`config.mk`:
```
export PLATFORM = sky130hd
export DESIGN_NAME = serv_fetch_unit
export DESIGN_NICKNAME = d
export VERILOG_FILES = /design/src/rtl/serv_fetch_unit.sv
export SDC_FILE = /design/constraint.sdc
export NUM_CORES = 1
export LEC_CHECK = 0
export CAP_MARGIN = 10
export CORE_MARGIN = 1.5
export CORE_UTILIZATION = 50
export DETAILED_ROUTE_END_ITERATION = 16
export PLACE_DENSITY = 0.77
export REMOVE_ABC_BUFFERS = 1
export SYNTH_ARGS = -nofsm -noshare
export SYNTH_HDL_FRONTEND = slang
export SYNTH_SLANG_ARGS = --single-unit
```
`constraint.sdc`:
```
create_clock -name i_clk -period 1.7 [get_ports i_clk]
set_input_delay 0.34 -clock i_clk [delete_from_list [all_inputs] [get_ports i_clk]]
set_output_delay 0.34 -clock i_clk [all_outputs]
set_load 0.01 [all_outputs]
```
`src/rtl/serv_fetch_unit.sv`:
```
`timescale 1ns/1ps
// ---------------------------------------------------------------------------
// serv_fetch_unit
//
// Instruction-fetch stage in front of the bit-serial immediate decoder and
// the instruction decoder. The next PC arrives from the serial datapath, W bits
// per cycle, LSB first, and is assembled in a shift register. A "commit" is the
// last chunk, qualified by i_pc_done. It loads the assembled PC into the
// fetch-address register. One Wishbone-style read is run per fetch request. The
// returned word is presented to the decoders with a single-cycle o_wb_en strobe.
//
// Ports
//   i_clk        clock
//   i_rst_n      asynchronous active-low reset
//   i_pc_en      i_pc carries a valid PC chunk this cycle
//   i_pc[W-1:0]  PC chunk, LSB first
//   i_pc_done    marks the last chunk (only meaningful with i_pc_en)
//   i_fetch_req  start a fetch from the committed PC (honoured in IDLE only)
//   o_ibus_adr   fetch address, bits [1:0] always zero
//   o_ibus_cyc   bus request, held until the ack
//   i_ibus_rdt   read data
//   i_ibus_ack   read complete (only meaningful while o_ibus_cyc is high)
//   o_wb_en      one-cycle strobe: a new instruction is on o_wb_rdt
//   o_wb_rdt     instruction bits [31:2], held until the next ack
//   o_misalign   the committed PC had bit 1 or bit 0 set
//   o_busy       a bus transaction is in flight
//
// W must be 1 or 4.
// ---------------------------------------------------------------------------
module serv_fetch_unit #(
    parameter int          W        = 1,
    parameter logic [31:0] RESET_PC = 32'h0000_0000
) (
    input  logic          i_clk,
    input  logic          i_rst_n,
    input  logic          i_pc_en,
    input  logic [W-1:0]  i_pc,
    input  logic          i_pc_done,
    input  logic          i_fetch_req,
    output logic [31:0]   o_ibus_adr,
    output logic          o_ibus_cyc,
    input  logic [31:0]   i_ibus_rdt,
    input  logic          i_ibus_ack,
    output logic          o_wb_en,
    output logic [29:0]   o_wb_rdt,
    output logic          o_misalign,
    output logic          o_busy
);

    typedef enum logic [1:0] {
        ST_BOOT = 2'd0,
        ST_IDLE = 2'd1,
        ST_BUS  = 2'd2
    } state_t;

    state_t      state;
    state_t      state_next;
    logic        cyc_next;

    logic [31:0] sr;
    logic [31:0] new_pc;
    logic        commit;
    logic        ack_hit;

    // Word address and alignment flag of the committed PC.
    logic [29:0] adr;
    logic        misalign;

    // A commit that arrives while the bus address must stay frozen.
    logic [29:0] pend_adr;
    logic        pend_mis;
    logic        pend_vld;

    // The low read-data bits and the chunk that falls off the end of the
    // shift register are never needed.
    logic        unused_bits;

    // The chunk on i_pc completes the PC in the same cycle it arrives, so the
    // committed value is taken from the shift input rather than from sr.
    assign new_pc      = {i_pc, sr[31:W]};
    assign commit      = i_pc_en & i_pc_done;
    assign ack_hit     = (state == ST_BUS) & i_ibus_ack;
    assign unused_bits = ^{i_ibus_rdt[1:0], sr[W-1:0]};

    // -----------------------------------------------------------------------
    // Control FSM
    // -----------------------------------------------------------------------
    always_ff @(posedge i_clk or negedge i_rst_n) begin
        if (!i_rst_n) begin
            state      <= ST_BOOT;
            o_ibus_cyc <= 1'b0;
            o_busy     <= 1'b0;
        end else begin
            state      <= state_next;
            o_ibus_cyc <= cyc_next;
            o_busy     <= cyc_next;
        end
    end

    // BOOT always issues the first fetch. A request that arrives while a
    // transaction is still open, including on its ack edge, is dropped.
    always_comb begin
        state_next = state;
        cyc_next   = 1'b0;
        case (state)
            ST_BOOT: state_next = ST_BUS;
            ST_IDLE: if (i_fetch_req) state_next = ST_BUS;
            ST_BUS:  if (i_ibus_ack)  state_next = ST_IDLE;
            default: state_next = ST_BOOT;
        endcase
        cyc_next = (state_next == ST_BUS);
    end

    // -----------------------------------------------------------------------
    // PC assembly
    // -----------------------------------------------------------------------
    always_ff @(posedge i_clk or negedge i_rst_n) begin
        if (!i_rst_n) begin
            sr <= 32'h0000_0000;
        end else if (i_pc_en) begin
            sr <= new_pc;
        end
    end

    // -----------------------------------------------------------------------
    // Fetch address commit
    // -----------------------------------------------------------------------
    // The address may only move while no transaction is open. A commit in
    // IDLE lands directly, so a request in the same cycle fetches from it.
    // Otherwise the commit is parked and lands on the first IDLE cycle.
    // A newer commit in that cycle takes precedence over the parked one.
    always_ff @(posedge i_clk or negedge i_rst_n) begin
        if (!i_rst_n) begin
            adr      <= RESET_PC[31:2];
            misalign <= 1'b0;
            pend_adr <= 30'd0;
            pend_mis <= 1'b0;
            pend_vld <= 1'b0;
        end else if (state == ST_IDLE) begin
            if (commit) begin
                adr      <= new_pc[31:2];
                misalign <= |new_pc[1:0];
            end else if (pend_vld) begin
                adr      <= pend_adr;
                misalign <= pend_mis;
            end
            pend_vld <= 1'b0;
        end else if (commit) begin
            pend_adr <= new_pc[31:2];
            pend_mis <= |new_pc[1:0];
            pend_vld <= 1'b1;
        end
    end

    assign o_ibus_adr = {adr, 2'b00};
    assign o_misalign = misalign;

    // -----------------------------------------------------------------------
    // Instruction capture
    // -----------------------------------------------------------------------
    always_ff @(posedge i_clk or negedge i_rst_n) begin
        if (!i_rst_n) begin
            o_wb_en  <= 1'b0;
            o_wb_rdt <= 30'd0;
        end else begin
            o_wb_en <= ack_hit;
            if (ack_hit) begin
                o_wb_rdt <= i_ibus_rdt[31:2];
            end
        end
    end

endmodule

```
==> results of run 1 <==
==> what timing repair did <==
item	CTS	global route
hold endpoints to repair	23	0
hold buffers	1	0
gates resized for setup	64	0
endpoints found under the setup margin	64	0
==> stage by stage <==
stage | setup TNS, ps | power, mW | util
after floorplan | -29310 | 7.72 | -
after global placement | -13960 | 9.75 | 0.637
after detailed placement | -14630 | 9.97 | 0.637
after CTS | 0 | 13.2 | 0.688
after global routing | 0 | 13.8 | 0.688
final | 0 | 13.0 | 0.688
==> layer usage <==
metal  wire length (um)  GRT usage
met3                753     0.0875
met2               4480      0.292
met5                  0          0
met4                111     0.0657
met1               4330      0.242
==> path summary, 6_finish.rpt <==
path | from | endpoint | slack (ps) | depth (start not counted)
hold / removal | i_rst_n | pend_adr[13] | 290 | 2
setup / recovery | adr[27] | o_ibus_adr[29] | 140 | 1
hold reg to reg | pend_adr[4] | pend_adr[4] | 490 | 1
max in group asynchronous | i_rst_n | pend_mis | 880 | 3
setup reg to reg | state[1] | adr[13] | 140 | 4
min in group i_clk | i_pc_en | pend_vld | 290 | 4
==> sequential cells by signal (all words and copies together) (netlist names) <==
name / flops
o_wb_rdt: 30
sr: 31
pend_mis: 1
o_wb_en: 1
state: 2
adr: 30
o_misalign: 1
pend_vld: 1
pend_adr: 30
o_busy: 1
==> cell families after synthesis <==
family,count (synthesis),share of synthesized area
buf+inv,20,0.0285
simple gates,10,0.0123
flops,128,0.593
mux,152,0.357
other cells,1,0.000695
compound gates,7,0.00788
==> layout make-up <==
class | instances | share of cell area
inverters | 1 | 0.000523
repair buffers | 120 | 0.159
multi-input cells | 171 | 0.286
clock buffers | 21 | 0.0654
flip-flops and latches | 128 | 0.447
well taps | 136 | 0.0237
clock inverters | 11 | 0.0188
==> where the power goes <==
| group | switching (mW) | internal, mW |
|---|---|---|
| Combinational | 1.50 | 2.64 |
| Clock | 1.28 | 2.37 |
| Sequential | 0.833 | 4.39 |
| Total | 3.62 | 9.41 |
==> layout by cell type, fill, tap and decap left out, drive strengths merged <==
cell / Yosys / final
clkinv: 0 / 6
o21ai: 3 / 3
clkbuf: 0 / 21
buf: 19 / 21
nand2b: 1 / 1
dlygate4sd3: 0 / 1
dlygate4sd2: 0 / 64
dfrtp: 128 / 128
o31ai: 1 / 1
a21oi: 2 / 2
inv: 1 / 1
nand2: 1 / 1
nor2: 3 / 3
and2: 2 / 2
clkinvlp: 0 / 2
clkdlybuf4s50: 0 / 34
nand3b: 1 / 1
conb: 1 / 2
and2b: 2 / 2
bufinv: 0 / 3
mux2: 152 / 152
a31oi: 1 / 1
==> impl_metrics.toml, run 1 <==
[run_status]
status = "complete, no violations"

[worst_setup_path]
worstPathRequired_ps = 1360
path_class = "reg2out"
startpoint_type = "flop"
arrival_ps = 1220
slowest_stage = "dfrtp_1"
worst-path-max-fanout = 2
path_cells = "dlygate4sd2_1"
cpPeakStageDelay_ps = 410
cpLargestDelayFamily = "flip-flops"
cp_num_buf_inv = 1
critical_path.endpoint_type = "output port"

[synthesis]
synth_edf_count = 0
ys_types = 22
synth.top_cells.by_count = "128 x dfrtp_1, 61 x mux2_2, 58 x mux2_4"
synth.area.top_cells = "dfrtp_1 59%, mux2_4 16%, mux2_2 13%"
synth.most_common_cell = "dfrtp_1"
synth_top_area_share = 0.593
seq_area_frac_synth = 0.593
avgSynthCellArea_um2 = 17.0
syn_inst = 318
ys.flop_type = "dfrtp_1"
syn-cell-area_um2 = 5400
yosys_register_bits = 128
synth_area_leader_cell = "dfrtp_1"
yosysWarnings = 0
async_flop_share = 1.00

[timing]
min_period_over_period = 0.915
hold_viol_final = 0
report.final.setup_viol = 0
finalMaxSlewViolations = 0
fmax_mhz = 643
rsz0062_at_grt = "false"
fin_hold_ws_ps = 286
clock_skew_ps = 9.20
period_needed_ps = 1560
setup_slack_ps = 144

[clock_network]
cts_max_path_buffers = 2
clkTransAtPathRegs_ps = 60
cts_tree = "yes"
cts-root-buf = "clkbuf_8"
cts.sinks = 128
post_cts_buffers = 0
numCtsBuffers = 17
clock_latency_ps = 520
cts-htree-levels = 4

[placement]
preCtsSetupSlack_ps = -267
place_area_um2 = 6640
placed_cells = 555
place.gp.congestion = 0.715
place_hpwl_mm = 6.55
port_buffers = 100

[layout]
nets = 478
finalInstanceArea_um2 = 7170
drive_above_1_share = 0.389
areaGrowthSynthToFinish_pct = 32.8
seq_area_um2 = 3200
diodes = 0
multi_input_area_um2 = 2050
instances_no_fill = 588
fillers = 777

[global_route]
track_usage = 0.191
antenna_found_initial = 0
grt_max_degree = 41
grt_first_pass_wirelength_mm = 16.6
grt_pass1_vias = 3345
overflow = 0

[floorplan]
row_count = 37
start_util = 0.518
die_area_um2 = 11400
core_area_um2 = 10400
pin_count = 105
die_h_um = 107
die_w_um = 107

[routing]
detail-route-antenna-nets = 0
wirelength_mm = 9.67
wl_per_cell_um = 16.5
firstDrtPassIters = 3
initialDrtViolationCount = 86
via_per_inst = 5.07
drc = 0
vias = 2984

[pwr]
ir_worst_vdd_mv = 0.880
powerDensity_nw_per_um2 = 1820
p_leak_nw = 3.45

[run]
drv_cap = 0

[min_path]
min_path_type = "in2async"
No activity file was read; power rests on OpenSTA's default activity.
==> run 2, diff against run 1 <==
--- a/config.mk
+++ b/config.mk
@@ -9,8 +9,10 @@
 export CORE_MARGIN = 1.5
 export CORE_UTILIZATION = 50
 export DETAILED_ROUTE_END_ITERATION = 16
+export HOLD_SLACK_MARGIN = 0.15
 export PLACE_DENSITY = 0.77
 export REMOVE_ABC_BUFFERS = 1
+export SETUP_SLACK_MARGIN = 0.5
 export SYNTH_ARGS = -nofsm -noshare
 export SYNTH_HDL_FRONTEND = slang
 export SYNTH_SLANG_ARGS = --single-unit
==> run 2 against run 1 <==
  * Count of clock-buffer cells in the layout did not move
  * Design area rose by 2.0%
  * Setup slack improved by 97 ps
  * Non-clock buffer count rose by 37
  * Worst hold slack improved by 1.4 ps
  * Cell count rose by 6.3%
  * Combinational power rose by 15%
  * Register-to-register slack improved by 97 ps
  * Largest cell class unchanged
==> impl_metrics.toml, run 2 (synthesized netlist as in run 1, its figures left out) <==
[run_status]
status = "complete, no violations"

[global_route]
grt_pass1_vias = 3497
grt_max_degree = 41
track_usage = 0.197
grt_first_pass_wirelength_mm = 17.0
overflow = 0
antenna_found_initial = 0

[routing]
detail-route-antenna-nets = 0
via_per_inst = 5.00
initialDrtViolationCount = 81
firstDrtPassIters = 4
vias = 3125
wirelength_mm = 10.1
wl_per_cell_um = 16.2
drc = 0

[clock_network]
clock_latency_ps = 520
cts-htree-levels = 4
cts.sinks = 128
cts_max_path_buffers = 2
clkTransAtPathRegs_ps = 60
cts_tree = "yes"
cts-root-buf = "clkbuf_8"
numCtsBuffers = 17

[pwr]
powerDensity_nw_per_um2 = 1870
seqPwrFrac = 0.384
p_clk_frac = 0.268
p_sw_mw = 3.79
swShare = 0.277
ir_worst_vdd_mv = 0.991
p_int_mw = 9.87
p_leak_nw = 3.58
comb_power_share = 0.348

[worst_setup_path]
r2r_start = "state[1]"
worst-path-max-fanout = 18
timing.rr.end = "adr[0]"
critical_path.endpoint_type = "flop"
arrival_ps = 1860
worstPathRequired_ps = 2100
path_class = "reg2reg"
worstRegToRegCells = 4
startpoint_type = "flop"
rrSetupSlack_ps = 240

[timing]
finalMaxSlewViolations = 0
fin_hold_ws_ps = 288
fmax_mhz = 685
rsz0062_at_grt = "true"
period_needed_ps = 1460
clock_skew_ps = 9.95
hold_viol_final = 0
report.final.setup_viol = 0
min_period_over_period = 0.858

[layout]
layout_commonest_cell = "dfrtp_1"
drive_above_1_share = 0.579
regMostFlops = "sr"
final_cell_mix = "128 x dfrtp_1, 63 x mux2_4, 61 x mux2_2"
diodes = 0
nets = 515
largest_reg_flops = 31
areaGrowthSynthToFinish_pct = 35.5
fillers = 750
final_util = 0.702

[floorplan]
die_w_um = 107
pin_count = 105
die_h_um = 107
core_area_um2 = 10400
start_util = 0.518
die_area_um2 = 11400
row_count = 37

[placement]
place_hpwl_mm = 6.55
place.gp.congestion = 0.715
port_buffers = 100

[run]
drv_cap = 0

[min_path]
min_path_type = "in2async"
## run 2: how the worst max path moves through the flow
stage / from / to / slack, ps
global placement: i_pc_done / pend_adr[24] / -250
finish: state[1] / adr[0] / 240
global route: state[1] / adr[16] / 190
floorplan: i_pc_en / pend_adr[0] / -840
CTS: state[0] / pend_adr[13] / 220
detailed placement: i_pc_done / pend_adr[21] / -270
## run 2: timing repair
item                                   in CTS  in global routing
setup buffers                              25                 12
pin swaps                                   1                  0
hold buffers                                1                  0
setup endpoints to repair                 155                155
gates resized for setup                   270                  8
endpoints found under the hold margin     128                  0
## run 2: power by group through the flow
stage	combinational [mW]	clock [mW]	sequential (mW)
floorplan	2.31	0	5.40
global placement	4.57	0	5.18
detailed placement	4.68	0	5.29
CTS	4.56	3.72	5.22
global route	5.15	3.88	5.42
finish	4.76	3.66	5.24
## run 2: worst max-delay path, cell delays in order (launching register included)
cell and delay [ps]:
dfrtp_1 370, and2b_2 260, and2b_4 190, buf_12 190, mux2_4 320
## run 2: layer usage
layer	up-vias	track usage	part of all wire
li1	1443	-	-
met1	1573	0.242	0.44
met2	100	0.303	0.48
met3	9	0.0942	0.074
met4	0	0.0695	0.011
met5	-	0	0
## run 2: layout make-up
cell class / count / area (um^2) / share of cell area
clock buffer: 21 / 469 / 0.0641
clock inverter: 11 / 135 / 0.0185
inverter: 1 / 3.75 / 0.000513
multi-input combinational: 171 / 2070 / 0.283
sequential: 128 / 3200 / 0.438
tap: 136 / 170 / 0.0233
timing repair buffer: 157 / 1260 / 0.172
## run 2: through the flow
stage	power (mW)	cells	setup WS (ps)	setup TNS [ps]	cell area [um^2]
floorplan	7.72	300	-842	-29310	5250
global placement	9.75	555	-250	-13960	6640
detailed placement	9.97	555	-267	-14630	6640
CTS	13.5	613	218	0	7180
global route	14.4	625	188	0	7320
finish	13.7	625	241	0	7320
